### config.mk
export PLATFORM = sky130hd
export DESIGN_NAME = uart_rx_cfg
export DESIGN_NICKNAME = d
export VERILOG_FILES = /design/src/rtl/uart_rx_cfg.sv
export SDC_FILE = /design/constraint.sdc
export NUM_CORES = 1
export LEC_CHECK = 0
export ABC_AREA = 1
export CAP_MARGIN = 20
export CORE_UTILIZATION = 53
export DETAILED_ROUTE_END_ITERATION = 16
export PLACE_DENSITY = 0.75
export SLEW_MARGIN = 10
export SYNTH_ARGS = -nofsm -noshare
export SYNTH_HDL_FRONTEND = slang
export SYNTH_SLANG_ARGS = --single-unit
### constraint.sdc
create_clock -name clk -period 1.6 [get_ports clk]
set_clock_uncertainty 0.15 [all_clocks]
set_input_delay 0.24 -clock clk [delete_from_list [all_inputs] [get_ports clk]]
set_output_delay 0.24 -clock clk [all_outputs]
set_load 0.05 [all_outputs]
### src/rtl/uart_rx_cfg.sv
// uart_rx_cfg -- configurable oversampling UART receiver.
//
// Receives one frame: a start bit, DATA_BITS data bits sent LSB first, an
// optional parity bit, and STOP_BITS stop bits. Each bit is sampled three
// times around its centre, and a 2-of-3 majority gives the bit value.
//
// Parameters:
//   CPB       clocks per bit (4..65535)
//   DATA_BITS data bits per frame (5..9)
//   PARITY    0 none, 1 odd, 2 even
//   STOP_BITS stop bits checked (1 or 2)
//
// Ports:
//   clk        sole clock, rising edge
//   rst        asynchronous active-high reset
//   rx         asynchronous serial line, idles high
//   rx_data    last received word
//   rx_done    one-cycle pulse when rx_data and the error flags are updated
//   parity_err parity mismatch in the last frame
//   frame_err  a stop bit in the last frame sampled low
//   break_det  one-cycle pulse on break detection
//   busy       high whenever the receiver is not idle
module uart_rx_cfg #(
    parameter int CPB       = 16,
    parameter int DATA_BITS = 8,
    parameter int PARITY    = 0,
    parameter int STOP_BITS = 1
) (
    input  logic                 clk,
    input  logic                 rst,
    input  logic                 rx,
    output logic [DATA_BITS-1:0] rx_data,
    output logic                 rx_done,
    output logic                 parity_err,
    output logic                 frame_err,
    output logic                 break_det,
    output logic                 busy
);

    localparam logic [2:0] ST_IDLE   = 3'd0;
    localparam logic [2:0] ST_START  = 3'd1;
    localparam logic [2:0] ST_DATA   = 3'd2;
    localparam logic [2:0] ST_PARITY = 3'd3;
    localparam logic [2:0] ST_STOP   = 3'd4;
    localparam logic [2:0] ST_BREAK  = 3'd5;

    // Sample points around the bit centre. Integer division floors for odd CPB.
    localparam logic [15:0] CNT_S0   = 16'(CPB / 2 - 1);
    localparam logic [15:0] CNT_S1   = 16'(CPB / 2);
    localparam logic [15:0] CNT_DEC  = 16'(CPB / 2 + 1);
    localparam logic [15:0] CNT_LAST = 16'(CPB - 1);
    localparam logic [3:0]  IDX_LAST = 4'(DATA_BITS - 1);
    localparam logic        STOP_LAST = 1'(STOP_BITS - 1);

    logic                 rx_meta_q, rxs_q, rxs_prev_q;
    logic [2:0]           state_q, state_d;
    logic [15:0]          cnt_q, cnt_d;
    logic [1:0]           samp_q, samp_d;
    logic [3:0]           idx_q, idx_d;
    logic                 stop_idx_q, stop_idx_d;
    logic [DATA_BITS-1:0] shift_q, shift_d;
    logic                 par_q, par_d;
    logic                 ferr_acc_q, ferr_acc_d;
    logic [DATA_BITS-1:0] rx_data_q, rx_data_d;
    logic                 done_q, done_d;
    logic                 perr_q, perr_d;
    logic                 ferr_q, ferr_d;
    logic                 brk_q, brk_d;

    logic maj;
    logic par_bad;

    // Majority is evaluated on the third sample cycle, using the two stored
    // samples together with the live synchronized line.
    assign maj = (samp_q[0] & samp_q[1]) | (samp_q[0] & rxs_q) | (samp_q[1] & rxs_q);

    // Odd parity: data XOR parity bit must be 1; even: must be 0.
    always_comb begin
        par_bad = 1'b0;
        if (PARITY == 1)
            par_bad = ~(^shift_q ^ par_q);
        else if (PARITY == 2)
            par_bad = ^shift_q ^ par_q;
    end

    always_comb begin
        state_d    = state_q;
        cnt_d      = cnt_q + 16'd1;
        samp_d     = samp_q;
        idx_d      = idx_q;
        stop_idx_d = stop_idx_q;
        shift_d    = shift_q;
        par_d      = par_q;
        ferr_acc_d = ferr_acc_q;
        rx_data_d  = rx_data_q;
        perr_d     = perr_q;
        ferr_d     = ferr_q;
        done_d     = 1'b0;
        brk_d      = 1'b0;

        if (cnt_q == CNT_S0) samp_d[0] = rxs_q;
        if (cnt_q == CNT_S1) samp_d[1] = rxs_q;

        case (state_q)
            ST_IDLE: begin
                cnt_d = 16'd0;
                if (rxs_prev_q && !rxs_q) begin
                    state_d    = ST_START;
                    ferr_acc_d = 1'b0;
                end
            end
            ST_START: begin
                if (cnt_q == CNT_DEC && maj) begin
                    // Line came back high: treat as a glitch.
                    state_d = ST_IDLE;
                    cnt_d   = 16'd0;
                end else if (cnt_q == CNT_LAST) begin
                    state_d = ST_DATA;
                    cnt_d   = 16'd0;
                    idx_d   = 4'd0;
                end
            end
            ST_DATA: begin
                if (cnt_q == CNT_DEC)
                    shift_d = {maj, shift_q[DATA_BITS-1:1]};
                if (cnt_q == CNT_LAST) begin
                    cnt_d = 16'd0;
                    if (idx_q == IDX_LAST) begin
                        state_d    = (PARITY != 0) ? ST_PARITY : ST_STOP;
                        stop_idx_d = 1'b0;
                    end else begin
                        idx_d = idx_q + 4'd1;
                    end
                end
            end
            ST_PARITY: begin
                if (cnt_q == CNT_DEC)
                    par_d = maj;
                if (cnt_q == CNT_LAST) begin
                    state_d    = ST_STOP;
                    cnt_d      = 16'd0;
                    stop_idx_d = 1'b0;
                end
            end
            ST_STOP: begin
                if (cnt_q == CNT_DEC) begin
                    if (!stop_idx_q && !maj && (shift_q == '0) &&
                        (PARITY == 0 || !par_q)) begin
                        state_d = ST_BREAK;
                        cnt_d   = 16'd0;
                        brk_d   = 1'b1;
                    end else if (stop_idx_q == STOP_LAST) begin
                        // Finish at the last decision, not the end of the bit,
                        // so a following start edge is never missed.
                        state_d   = ST_IDLE;
                        cnt_d     = 16'd0;
                        rx_data_d = shift_q;
                        perr_d    = par_bad;
                        ferr_d    = ferr_acc_q | ~maj;
                        done_d    = 1'b1;
                    end else begin
                        ferr_acc_d = ferr_acc_q | ~maj;
                    end
                end else if (cnt_q == CNT_LAST) begin
                    cnt_d      = 16'd0;
                    stop_idx_d = ~stop_idx_q;
                end
            end
            ST_BREAK: begin
                cnt_d = 16'd0;
                if (rxs_q) state_d = ST_IDLE;
            end
            default: begin
                state_d = ST_IDLE;
                cnt_d   = 16'd0;
            end
        endcase
    end

    always_ff @(posedge clk or posedge rst) begin
        if (rst) begin
            rx_meta_q  <= 1'b1;
            rxs_q      <= 1'b1;
            rxs_prev_q <= 1'b1;
            state_q    <= ST_IDLE;
            cnt_q      <= 16'd0;
            samp_q     <= 2'b11;
            idx_q      <= 4'd0;
            stop_idx_q <= 1'b0;
            shift_q    <= '0;
            par_q      <= 1'b0;
            ferr_acc_q <= 1'b0;
            rx_data_q  <= '0;
            done_q     <= 1'b0;
            perr_q     <= 1'b0;
            ferr_q     <= 1'b0;
            brk_q      <= 1'b0;
        end else begin
            rx_meta_q  <= rx;
            rxs_q      <= rx_meta_q;
            rxs_prev_q <= rxs_q;
            state_q    <= state_d;
            cnt_q      <= cnt_d;
            samp_q     <= samp_d;
            idx_q      <= idx_d;
            stop_idx_q <= stop_idx_d;
            shift_q    <= shift_d;
            par_q      <= par_d;
            ferr_acc_q <= ferr_acc_d;
            rx_data_q  <= rx_data_d;
            done_q     <= done_d;
            perr_q     <= perr_d;
            ferr_q     <= ferr_d;
            brk_q      <= brk_d;
        end
    end

    assign rx_data    = rx_data_q;
    assign rx_done    = done_q;
    assign parity_err = perr_q;
    assign frame_err  = ferr_q;
    assign break_det  = brk_q;
    assign busy       = (state_q != ST_IDLE);

endmodule

==> impl_metrics.ini <==
[run_status]
status = complete, but fails checks
failed_checks = setup timing

[global_route]
grt_max_degree = 50
gr-total-overflow = 0
grt_pass1_wl_um = 13400
antenna_found_initial = 0
grtUsageTotal = 0.332
grt_pass1_vias = 2879

[timing]
rsz0062_at_grt = true
setup_tns_ns = -10.32
post-route-min-period_ns = 1.94
max_freq_mhz = 515
drv_slew = 0
setup_ws_ns = -0.342
min_period_over_period = 1.21
setup_viol = 46
hold_violations = 0

[logic_synthesis]
syn_area_um2 = 2730
syn_nets = 342
synth_edf_count = 0
synthCells = 335
async_flop_share = 1.00
seq_area_frac_synth = 0.452
synth_warnings = 0
ys_ff_latch = 49
syn_avg_cell_area_um2 = 8.13
yosysUniqueCellTypes = 33
synth_flop_cell = dfrtp_1

[floorplanning]
die_h_um = 73.7
rows = 25
pin_count = 16
core_um2 = 4850
die_area_um2 = 5430
dieWidth_um = 73.7
initial_utilization = 0.562

[setup_path]
path_max_fanout = 5
r2r_setup_slack_ns = -0.34
critPathKind = flip-flop to flip-flop
worstPathArrival_ns = 2.00
reg2reg_depth = 10
r2r_start = cnt_q[7]
start_kind = flip-flop
critPathRequiredTime_ns = 1.66
endpoint_kind = flip-flop
r2r-end = cnt_q[0]

[job]
maxCapViolCount = 0

[detailed_routing]
vias = 3208
top_layer = met4
drtIter0Drc = 382
drc = 0
met2_length_um = 5520
wl_um = 11700
wl_met1_um = 3920
via_per_inst = 6.35
wl_per_cell_um = 23.3
ant_nets = 0
drtPass1Iterations = 5
route.met3.wl_um = 1360

[power_and_ir_drop]
power.leakage_nw = 1.93
peakVddDrop_mv = 1.47
powerDensity_nw_per_um2 = 1200

[clock_tree]
cts_max_path_buffers = 2
cts_tree = built
cts.hold.buffers_added = 0
root_buffer = clkbuf_8
cts.sinks = 49
clock_latency_ns = 0.33
cts_buffers = 5
cts_htree_levels = 2
clk_pin_slew_ns = 0.11

[cells_and_area]
syn_to_final_growth_pct = 59.8
final_nets = 444
diodes = 0
drive_gt1_frac = 0.514
final_util = 0.898
fillers = 195

[min_path]
min_path_type = input port to async pin

[placed_design]
gp_congestion = 0.888
numPortBuffers = 14
dp_hpwl_um = 4670
-- synth_stat cells (all sizes together) (5+ instances only) --
library cell	n	area (µm²)
nand2	88	355
dfrtp	44	1100
nor2	40	190
inv	39	146
nand3	34	195
o21ai	30	184
nand4	10	62.6
buf	7	61.3
nor3	6	46.3
xor2	6	52.6
a31oi	5	31.3
dfstp	5	131
-- power by group --
group          switching, mW  internal (mW)
sequential             0.160           1.37
clock                  0.482          0.470
combinational           1.64           1.09
-- cell usage in the layout (no fill, tap or decap), types with 9 or more instances in the layout --
cell type / instances
inv_2: 9
o21ai_1: 10
o21ai_2: 16
nand2_4: 9
buf_4: 61
buf_12: 15
nand4_1: 10
nor2_4: 13
nand3_2: 9
nand3_1: 20
nand2_1: 51
nand2_2: 27
buf_6: 17
inv_1: 29
nor2_1: 20
dfrtp_1: 42
-- flip-flops by register name, summed over array words and instances (netlist names) --
signal	cells
ferr_acc_q	1
shift_q	8
state_q	3
rxs_prev_q	1
rx_data	8
rx_done	1
rxs_q	1
idx_q	4
stop_idx_q	1
rx_meta_q	1
samp_q	2
frame_err	1
cnt_q	16
break_det	1
-- cell type report --
type	instances	area (µm²)	share of cell area
multi-input cells	244	1760	0.404
flip-flops and latches	49	1230	0.284
repair buffers	97	1000	0.230
inverters	40	165	0.0379
well taps	67	83.8	0.0192
clock buffers	5	68.8	0.0158
clock inverters	3	43.8	0.0101
-- repair_timing --
action                     4_1_cts  5_1_grt
gates cloned                     3        2
setup endpoints to repair       38       47
resized for setup               47       85
setup buffers                    9       20
pin swaps                       20       30
-- cell families (layout without fill, tap and decap cells) --
family / count (synthesis) / in the layout / synth area share
AND/OR/NAND/NOR: 181 / 186 / 0.320
XOR/XNOR: 7 / 7 / 0.0225
other: 1 / 1 / 0.00138
buffers and inverters: 47 / 145 / 0.0794
adder cells (fa/ha/maj): 4 / 4 / 0.0184
flip-flops: 49 / 49 / 0.452
AO/OA/AOI/OAI: 46 / 46 / 0.107
-- layer usage --
layer  track usage  vias to the layer above
met5             0                        -
met4         0.167                        0
met3        0.0727                      108
met2         0.549                      278
met1         0.408                     1514
li1              -                     1308
-- how the worst max path moves through the flow --
stage	from	to	slack, ns	cells past startpoint
floorplan	cnt_q[0]	stop_idx_q	-0.04	11
CTS	cnt_q[0]	state_q[2]	-0.14	11
global route	cnt_q[3]	cnt_q[9]	-0.49	8
global placement	cnt_q[0]	idx_q[0]	-0.19	10
finish	cnt_q[7]	cnt_q[0]	-0.34	10
detailed placement	cnt_q[0]	idx_q[1]	-0.30	10
-- worst max-delay path: stages, from the launching register on --
cell     delay [ns]
dfrtp_1        0.46
nor2_2         0.16
nand2_2        0.13
buf_4          0.17
nor2_4         0.19
nand2_4        0.12
buf_4          0.15
nand2_1        0.06
nand2_1        0.06
nand3_1        0.09
nand3_1        0.09
-- per-stage QoR --
step / total power, mW / setup slack [ns] / hold WS [ns] / std cells / area [µm²]
2_1_floorplan: 2.55 / -0.0401 / 0.0945 / 335 / 2740
3_3_place_gp: 3.16 / -0.190 / 0.196 / 467 / 3470
3_5_place_dp: 3.23 / -0.295 / 0.199 / 467 / 3470
4_1_cts: 4.40 / -0.140 / 0.145 / 486 / 3870
5_1_grt: 5.37 / -0.492 / 0.123 / 505 / 4360
6_report: 5.21 / -0.342 / 0.117 / 505 / 4360
No activity file was read; power rests on OpenSTA's default activity.
